File: config.mk
export PLATFORM = sky130hd
export DESIGN_NAME = sram_fb_writer
export DESIGN_NICKNAME = d
export VERILOG_FILES = /design/src/rtl/sram_fb_writer.sv
export SDC_FILE = /design/constraint.sdc
export NUM_CORES = 1
export LEC_CHECK = 0
export BUFFER_PORTS_ARGS = -buffer_cell sky130_fd_sc_hd__buf_2
export CORE_MARGIN = 3
export CORE_UTILIZATION = 60
export DETAILED_ROUTE_END_ITERATION = 16
export PLACE_DENSITY = 0.79
export SLEW_MARGIN = 30
export SYNTH_ARGS = -nofsm -noshare
export SYNTH_HDL_FRONTEND = slang
export SYNTH_SLANG_ARGS = --single-unit
File: constraint.sdc
create_clock -name clk -period 6 [get_ports clk]
set_input_delay 1.2 -clock clk [delete_from_list [all_inputs] [get_ports clk]]
set_output_delay 1.2 -clock clk [all_outputs]
set_load 0.005 [all_outputs]
File: src/rtl/sram_fb_writer.sv
// Framebuffer write engine: queues pixel writes and issues 3-cycle SRAM write
// cycles (setup/strobe/hold) only inside display-granted bus windows; also fills the screen.
module sram_fb_writer #(
  parameter int WIDTH      = 320,
  parameter int HEIGHT     = 240,
  parameter int FIFO_DEPTH = 8
) (
  input  logic        clk,
  input  logic        rst,
  input  logic        req_valid,
  output logic        req_ready,
  input  logic [8:0]  req_x,
  input  logic [8:0]  req_y,
  input  logic [15:0] req_color,
  input  logic        clear_start,
  input  logic [15:0] clear_color,
  input  logic        wr_allow,
  output logic [17:0] sram_addr,
  output logic [15:0] sram_dq_out,
  output logic        sram_dq_oe,
  output logic        sram_we_n,
  output logic        busy,
  output logic        clear_done,
  output logic [7:0]  dropped_count
);

  localparam int          AW       = $clog2(FIFO_DEPTH);
  localparam logic [17:0] W18      = 18'(WIDTH);
  localparam logic [17:0] H18      = 18'(HEIGHT);
  localparam logic [17:0] LAST     = 18'(WIDTH * HEIGHT - 1);
  localparam logic [AW:0] FULL_CNT = (AW + 1)'(FIFO_DEPTH);

  typedef enum logic [2:0] {
    IDLE, SETUP, STROBE, HOLD, CLR_SETUP, CLR_STROBE, CLR_HOLD
  } state_t;

  state_t        state;
  logic [17:0]   fifo_addr  [FIFO_DEPTH];
  logic [14:0]   fifo_color [FIFO_DEPTH];
  logic [AW-1:0] wr_ptr, rd_ptr;
  logic [AW:0]   count;
  logic          started, clear_active;
  logic [17:0]   clr_addr;
  logic [14:0]   clr_color;
  logic          empty, full, accept, in_range, push, pop;
  logic [17:0]   req_addr;

  function automatic logic [7:0] sat_inc(input logic [7:0] v);
    return (v == 8'hFF) ? v : v + 8'd1;
  endfunction

  assign empty     = (count == '0);
  assign full      = (count == FULL_CNT);
  assign req_ready = started && !full && !clear_active;
  assign accept    = req_valid && req_ready;
  assign in_range  = (18'(req_x) < W18) && (18'(req_y) < H18);
  assign req_addr  = 18'(req_y) * W18 + 18'(req_x);
  // A clear_start in the same cycle flushes, so it also cancels a concurrent push/pop.
  assign push      = accept && in_range && !clear_start;
  assign pop       = (state == IDLE) && wr_allow && !clear_active && !empty && !clear_start;
  assign busy      = !empty || clear_active || (state != IDLE);

  always_ff @(posedge clk) begin
    if (push) begin
      fifo_addr[wr_ptr]  <= req_addr;
      fifo_color[wr_ptr] <= req_color[14:0];
    end
    if (clear_start) clr_color <= clear_color[14:0];
  end

  always_ff @(posedge clk or posedge rst) begin
    if (rst) begin
      wr_ptr        <= '0;
      rd_ptr        <= '0;
      count         <= '0;
      started       <= 1'b0;
      dropped_count <= 8'd0;
    end else begin
      started <= 1'b1;
      if (accept && !in_range) dropped_count <= sat_inc(dropped_count);
      if (clear_start) begin
        wr_ptr <= '0;
        rd_ptr <= '0;
        count  <= '0;
      end else begin
        if (push) wr_ptr <= wr_ptr + AW'(1);
        if (pop)  rd_ptr <= rd_ptr + AW'(1);
        case ({push, pop})
          2'b10:   count <= count + (AW + 1)'(1);
          2'b01:   count <= count - (AW + 1)'(1);
          default: ;
        endcase
      end
    end
  end

  always_ff @(posedge clk or posedge rst) begin
    if (rst) begin
      state        <= IDLE;
      sram_we_n    <= 1'b1;
      sram_dq_oe   <= 1'b0;
      sram_addr    <= 18'd0;
      sram_dq_out  <= 16'd0;
      clear_active <= 1'b0;
      clear_done   <= 1'b0;
      clr_addr     <= 18'd0;
    end else begin
      clear_done <= 1'b0;
      case (state)
        IDLE: begin
          if (clear_active && wr_allow && !clear_start) begin
            state       <= CLR_SETUP;
            sram_addr   <= clr_addr;
            sram_dq_out <= {1'b0, clr_color};
            sram_dq_oe  <= 1'b1;
          end else if (pop) begin
            state       <= SETUP;
            sram_addr   <= fifo_addr[rd_ptr];
            sram_dq_out <= {1'b0, fifo_color[rd_ptr]};
            sram_dq_oe  <= 1'b1;
          end
        end
        SETUP:      begin state <= STROBE;     sram_we_n <= 1'b0; end
        STROBE:     begin state <= HOLD;       sram_we_n <= 1'b1; end
        HOLD:       begin state <= IDLE;       sram_dq_oe <= 1'b0; end
        CLR_SETUP:  begin state <= CLR_STROBE; sram_we_n <= 1'b0; end
        CLR_STROBE: begin state <= CLR_HOLD;   sram_we_n <= 1'b1; end
        CLR_HOLD: begin
          state      <= IDLE;
          sram_dq_oe <= 1'b0;
          if (clr_addr == LAST) begin
            clear_active <= 1'b0;
            clear_done   <= 1'b1;
          end else begin
            clr_addr <= clr_addr + 18'd1;
          end
        end
        default: state <= IDLE;
      endcase
      // A new clear overrides any completion or increment from the current cycle.
      if (clear_start) begin
        clear_active <= 1'b1;
        clr_addr     <= 18'd0;
        clear_done   <= 1'b0;
      end
    end
  end

endmodule

### Word level (Yosys, flattened, before mapping)

Memories as Yosys holds them, arrays and structs flattened.
Cells that the tools add are included.

| word-level totals | value |
|---|---|
| flip-flop bits (word level) | 93 |
| bits in writable memories | 264 |
| input port bits | 55 |
| output and inout bits | 47 |
| logic and storage cells | 107 |
| memories | 2 |

Memory list:

| name | depth | bits a word | read ports | clocked after memory_dff | wr ports | line | text |
|---|---|---|---|---|---|---|---|
| fifo_addr | 8 | 18 | 1 | 0 | 1 | 38 | `logic [17:0] fifo_addr [FIFO_DEPTH];` |
| fifo_color | 8 | 15 | 1 | 0 | 1 | 39 | `logic [14:0] fifo_color [FIFO_DEPTH];` |

| operators by class | value |
|---|---|
| add/subtract/negate cells | 7 |
| multiply operators | 1 |
| magnitude comparators | 2 |
| equality and inequality tests | 13 |
| muxes and demuxes | 28 |
| bitwise operators | 1 |
| reductions and logical operators | 39 |

Operator list:

| operator | number |
|---|---|
| two-way mux 18 bit | 5 |
| two-way mux 16 bit | 2 |
| adder 18 x 1 -> 18 bit (second input constant) | 1 |
| adder 18 x 9 -> 18 bit | 1 |
| equality test 18 x 17 -> 1 bit (second input constant) | 1 |
| two-way mux 3 bit | 6 |
| one-hot mux 3 bit (5 select lines) | 1 |
| nonzero test 2 bit | 7 |
| logical AND 1 bit | 13 |
| multiplier 9 x 3 -> 12 bit (second input constant) | 1 |
| two-way mux 1 bit | 10 |
| AND reduction 2 bit | 5 |
| equality test 3 bit (second input constant) | 3 |
| less-than comparator 9 x 8 -> 1 bit (second input constant) | 1 |
| less-than comparator 9 bit (second input constant) | 1 |
| adder 8 x 1 -> 8 bit (second input constant) | 1 |
| equality test 8 bit (second input constant) | 1 |
| one-hot mux 4 bit (2 select lines) | 1 |
| adder 3 x 1 -> 3 bit (second input constant) | 2 |
| equality test 3 x 2 -> 1 bit (second input constant) | 2 |
| nonzero test 3 bit | 2 |
| OR reduction 2 bit | 3 |
| zero test 1 bit | 5 |
| adder 4 x 1 -> 4 bit (second input constant) | 1 |
| 13 further kinds | 15 |

### Logic depth before layout (Yosys ltp)

Gate-level depths: netlist of the first run.

| depth | value |
|---|---|
| depth after elaboration | 10 |
| gate-level depth with buffers | 11 |
| depth with buffers taken out | 9 |

### Worst setup path after synthesis of the first run

OpenSTA, ideal clock, no wires.

| timing | value |
|---|---|
| kind | input port to flip-flop |
| start point | input port req_y[4] |
| end point | memory fifo_addr[1][0] (enable) |
| data arrival time | 5.260 ns |
| slack | 0.234 ns |
| stages on the path | 5 |
| buffers on the path | 0 |
| cells stage by stage | a41oi_1 -> nand2_1 -> nor2_1 -> nand2_1 -> nor4_1 |

| on the way | value |
|---|---|
| cells in the longest elaborated chain, start to end | 6 |

RTL lines:

| what | line | text |
|---|---|---|
| start, declared | 13 | `input logic [8:0] req_y,` |
| less-than comparator 9 x 8 -> 1 bit | 56 | `assign in_range = (18'(req_x) < W18) && (18'(req_y) < H18);` |
| logical AND 1 bit | 56 |  |
| logical AND 1 bit (2 in a row) | 59 | `assign push = accept && in_range && !clear_start;` |
| two-way mux 1 bit | 64 | `if (push) begin` |
| two-way mux 1 bit (not written as such) | 65 | `fifo_addr[wr_ptr] <= req_addr;` |
| end, declared | 38 |  |

No other way between the ends.

### Final worst setup path of the first run

| timing | value |
|---|---|
| start point | input port req_y[1] |
| end point | memory fifo_addr[2][17], data pin |

| on the way | value |
|---|---|
| cells in the longest elaborated chain, start to end | 2 |

RTL lines:

| what | line | text |
|---|---|---|
| multiplier 9 x 3 -> 12 bit | 57 | `assign req_addr = 18'(req_y) * W18 + 18'(req_x);` |
| adder 18 x 9 -> 18 bit | 57 |  |
| via req_addr[17] | 46 | `logic [17:0] req_addr;` |

The timed path passes the listed nets, and every way through them passes these cells.

==> run_results.csv, run 1 <==
group,metric,value,unit
die,fp.dieArea,26800,sq um
routing,dr.pass1.iters,5,
placed_design,placed_area,15700,sq um
global_route,grt_pass1_wl,47300,um
sta,fmax,261,MHz
synthesis,synth_top_area_cell,"edfxtp_1",
global_route,grt_use_total,23.2,%
finish,antennaDiodeCount,0,
die,rows,57,
finish,layout-drive-gt1-share,25.6,%
die,start_util,61.2,%
clocking,cts-hold-fix-buffers,0,
finish,fin_area,16900,sq um
sta,setup_viol,0,
global_route,grt_start_max_net_pins,78,
synthesis,syn-num-nets,992,
clocking,worstSkewPairLatency,530,ps
synthesis,synth.area.top_cells,"edfxtp_1 (56%), dfrtp_1 (13%), mux4_2 (10%)",
synthesis,synth_top_family_by_area,"multiplexers",
run,drv_cap,0,
die,boundaryPins,102,
worst_setup_path,worstSetupEndpointType,"register",
clocking,cts_sinks,356,
routing,wl_met3,2030,um
routing,drc,0,
clocking,cts_tree,"yes",
routing,detail_route.vias_per_cell,6.10,
die,dieHeight,164,um
routing,wl_met1,12500,um
sta,period_needed,3830,ps
global_route,antenna_found_initial,0,
synthesis,yosys.area_share.simple,6.84,%
synthesis,synth_compound_area_share,4.97,%
sta,tightest_slew,941,ps
power,p_per_area,330,nW/um^2
worst_setup_path,worstPathArrival,4040,ps
routing,vias,8332,
synthesis,synth_xor_area_share,2.29,%
clocking,postCtsSetupBuffers,0,
finish,seq_area,10300,sq um
finish,final_cell_mix,"edfxtp_1 (279), buf_2 (98), nand2_1 (85)",
clocking,numCtsBuffers,37,
clocking,htree_levels,2,
sta,skew,9.54,ps
synthesis,synthMuxAreaShare,12.6,%
synthesis,ys.flop_type,"edfxtp_1",
synthesis,synth_warnings,0,
routing,final_antenna_net_count,0,
synthesis,synth_top_cell_area_share,56.1,%
clocking,cts_root_buf,"clkbuf_16",
global_route,grt_pass1_vias,8481,
routing,wirelength,30300,um
finish,multi_input_area,4400,sq um
global_route,overflow,0,
clocking,cts.clk_slew.worst_paths,60,ps
finish,final_common_cell,"edfxtp_1",
sta,relSlewSlack,36.7,%
sta,grt_setup_unrepaired,"false",
routing,drt_iter0_markers,853,
worst_setup_path,reg2reg_depth,6,
synthesis,yosysSeqAreaShare,69.1,%
synthesis,synth-edff-count,279,
synthesis,syn_area,14900,sq um
synthesis,synth_cells,911,
die,fp.dieW,164,um
sta,fin_setup_tns,0,ps
worst_setup_path,critPathKind,"input port to register",
placed_design,gp_congestion,0.854,
sta,slew_violations,0,
synthesis,synth-adder-area-share,2.33,%
finish,fin_nets,1096,
routing,wl_per_cell,22.2,um
worst_hold_path,min_path_cells,2,
worst_setup_path,start_kind,"input port",
status,outcome,"completed",
synthesis,ys_types,67,
placed_design,portBuffers,98,
worst_setup_path,crit_required,6210,ps
routing,met2_length,14900,um
synthesis,syn_area_per_cell,16.4,sq um
sta,finalHoldViolations,0,
finish,areaGrowthSynthToFinish,13.2,%
synthesis,ys_ff_latch,356,
die,coreArea,24400,sq um
worst_setup_path,reg2reg_slack,2910,ps
sta,period_share,63.8,%
clocking,cts_resized,0,
power,ir_worst_vdd,277,uV
clocking,cts_buffer_depth,3,
power,leakage,6.00,nW
worst_hold_path,hp-class,"register to register",
routing,top_layer,"met4",
placed_design,hpwlAfterDp,17600,um
synthesis,async_flop_share,21.6,%
finish,num-fill-cells,1609,
worst_setup_path,crit_fanout,8,
[logic make-up after synthesis]
| logic type | Yosys count |
|---|---|
| muxes | 105 |
| adders and majority gates | 26 |
| and+or+nand+nor | 205 |
| other | 2 |
| AOI/OAI and AO/OA | 121 |
| xor gates and xnor gates | 39 |
| DFF | 356 |
| buffers and inverters | 57 |
[layout make-up]
| type | count | share of cell area (%) |
|---|---|---|
| tap | 324 | 2.40 |
| clock buffer | 48 | 6.02 |
| multi-input combinational | 498 | 26.1 |
| sequential | 356 | 61.1 |
| clock inverter | 19 | 0.733 |
| timing repair buffer | 110 | 3.46 |
| inverter | 12 | 0.274 |
[metal layers]
layer	global-route usage, %	vias up
met5	0	-
met3	3.78	72
met4	7.96	0
met1	33.2	4200
met2	37.1	331
li1	-	3729
[metrics by stage]
stage	hold slack, ps	utilization, %	total power, mW	setup slack, ps	cells
after floorplan	471	-	3.26	234	911
after global placement	456	64.5	3.46	1660	1300
after detailed placement	466	64.6	3.49	1630	1300
after CTS	479	69.2	5.61	2190	1367
after global routing	499	69.2	5.80	1910	1367
final	473	69.2	5.57	2170	1367
[report_power, final]
group / internal, mW / total [mW] / switching [mW]
Clock: 1.21 / 2.13 / 0.917
Combinational: 0.205 / 0.501 / 0.296
Sequential: 2.84 / 2.94 / 0.105
[critical path, cell delays in order]
cell	delay (ps)
buf_2	120
ha_1	290
ha_1	230
fa_1	410
a211o_1	300
and3_1	220
nor4_2	350
nand3b_1	160
o31ai_1	750
[path summary, 6_finish.rpt]
check                         startpoint               end
min in group asynchronous            rst      sram_addr[4]
min reg2reg                sram_addr[11]     sram_addr[11]
max                             req_y[1]  fifo_addr[2][17]
min                        sram_addr[11]     sram_addr[11]
max reg2reg                 clear_active   fifo_addr[3][1]
max in group asynchronous            rst         rd_ptr[0]
[Yosys cell counts (4+ instances only)]
cell      count
edfxtp_1    279
nand2_1      86
dfrtp_1      76
o21ai_0      73
mux4_2       66
nor2_1       40
mux2i_1      36
xnor2_1      31
ha_1         23
buf_2        18
clkbuf_1     15
nand3_1      14
a21oi_1      13
inv_1        12
and3_1        9
nor4_1        8
xor2_1        8
buf_4         7
nor3_1        7
nand4_1       5
a211oi_1      4
a21o_1        4
nand2b_1      4
[state kept, by name (all words and copies together) (netlist names), 4 cells and up]
signal and count:
fifo_addr 144, sram_dq_out 15, dropped_count 8, clr_color 15
count 4, sram_addr 18, clr_addr 18, fifo_color 120
No activity file was read; power rests on OpenSTA's default activity.
==> run 2: changes to the inputs <==
CORE_UTILIZATION = 54   (was 60)
PLACE_DENSITY = 0.75   (was 0.79)
clock period = 3.5 ns   (was 6 ns; I/O delays follow)
==> run_results.csv, run 2 (synthesis results as in run 1) <==
group,metric,value,unit
routing,dr.pass1.iters,5,
clocking,cts-hold-fix-buffers,0,
power,power,9.61,mW
power,leakage,6.14,nW
global_route,grt_pass1_vias,8418,
clocking,cts_tree,"yes",
global_route,grt_start_max_net_pins,52,
finish,layout-drive-gt1-share,26.3,%
finish,fin_area,17200,sq um
power,ir_worst_vdd,415,uV
worst_setup_path,cp_slowest_stage_delay,520,ps
routing,vias,8239,
die,start_util,55.2,%
sta,fin_setup_tns,0,ps
worst_hold_path,hp-class,"input port to asynchronous set/reset pin",
worst_setup_path,cpMaxStageDelayCell,"xnor2_1",
placed_design,placed_area,16100,sq um
routing,wl_met3,1880,um
global_route,grt_pass1_wl,46900,um
die,rows,60,
worst_setup_path,worstPathArrival,3240,ps
clocking,numCtsBuffers,38,
clocking,cts.clk_slew.worst_paths,60,ps
routing,wirelength,29900,um
die,fp.dieArea,29700,sq um
routing,met2_length,14900,um
routing,wl_per_cell,21.2,um
sta,slew_violations,0,
finish,largest-register,"fifo_addr",
worst_setup_path,crit_required,3720,ps
sta,period_share,86.3,%
routing,drc,0,
clocking,cts_resized,0,
sta,setup_viol,0,
sta,period_needed,3020,ps
clocking,cts_sinks,356,
worst_setup_path,crit_fanout,8,
placed_design,gp_congestion,0.855,
die,dieHeight,172,um
placed_design,portBuffers,98,
die,fp.dieW,172,um
sta,relSlewSlack,44.1,%
finish,final_core_util,63.8,%
clocking,worstSkewPairLatency,510,ps
routing,detail_route.vias_per_cell,5.84,
global_route,overflow,0,
run,drv_cap,0,
finish,final_cell_mix,"edfxtp_1 (279), buf_2 (98), nand2_1 (85)",
power,p_per_area,558,nW/um^2
sta,grt_setup_unrepaired,"false",
routing,top_layer,"met5",
sta,fmax,331,MHz
clocking,htree_levels,2,
worst_setup_path,critPathKind,"input port to register",
finish,reg_top3,"fifo_addr x144, fifo_color x120",
finish,fin_nets,1120,
finish,areaGrowthSynthToFinish,15.5,%
clocking,cts_buffer_depth,3,
worst_setup_path,start_kind,"input port",
sta,tightest_slew,835,ps
placed_design,pre_cts_ws,-52.2,ps
die,boundaryPins,102,
clocking,cts_root_buf,"clkbuf_16",
global_route,antenna_found_initial,1,
die,coreArea,27000,sq um
clocking,postCtsSetupBuffers,0,
worst_setup_path,cp_cell_sequence,"buf_2 > ha_1 > ha_1 > fa_1 > a211o_1 > and3_1 > nor4_2 > nand2_1 > xnor2_1",
finish,largest_reg_flops,144,
routing,drt_iter0_markers,689,
global_route,grt_use_total,20.6,%
placed_design,hpwlAfterDp,18500,um
worst_setup_path,path_common_cell,"ha_1",
routing,wl_met1,12500,um
worst_setup_path,worstSetupEndpointType,"register",
sta,skew,12.9,ps
routing,final_antenna_net_count,0,
finish,num-fill-cells,1881,
finish,final_common_cell,"edfxtp_1",
sta,layout_setup_ws,478,ps
sta,finalHoldViolations,0,
status,outcome,"completed",
==> run 2: path summary, 6_finish.rpt <==
check,slack (ps),cells past startpoint,from,end
max reg2reg,630,9,state[1],count[3]
max in group asynchronous,2640,3,rst,sram_dq_out[8]
min reg2reg,470,2,sram_dq_out[1],sram_dq_out[1]
min,190,2,rst,rd_ptr[0]
min in group clk,360,1,clear_color[8],clr_color[8]
max,480,9,req_y[1],fifo_addr[0][14]
==> run 2: worst max-delay path, delay by kind of cell <==
family	cells	cell delay [ps]
fa+ha+maj	3	930
simple gates	3	670
xor+xnor	1	520
compound gates	1	310
buf+inv	1	120
==> run 2: cell type report <==
type / count / area, sq um / area share (%)
Sequential cell: 356 / 10300 / 59.8
Multi-Input combinational cell: 498 / 4410 / 25.6
Clock buffer: 52 / 1020 / 5.95
Timing Repair Buffer: 133 / 878 / 5.10
Tap cell: 341 / 427 / 2.48
Clock inverter: 17 / 136 / 0.791
Inverter: 12 / 46.3 / 0.269
Antenna cell: 1 / 2.50 / 0.0145
==> run 2: power breakdown <==
group / switching [mW] / internal [mW]
combinational: 0.488 / 0.360
sequential: 0.165 / 4.87
clock: 1.53 / 2.20
==> run 2: through the flow <==
step	cells	hold slack [ps]
global placement	1340	455
global route	1409	211
floorplan	911	471
CTS	1409	185
finish	1410	188
detailed placement	1340	465
==> run 2: per-layer routing <==
metal,track usage [%],vias to the layer above
li1,-,3773
met1,28.9,4146
met2,34.1,264
met3,3.57,54
met4,5.48,2
met5,0,-
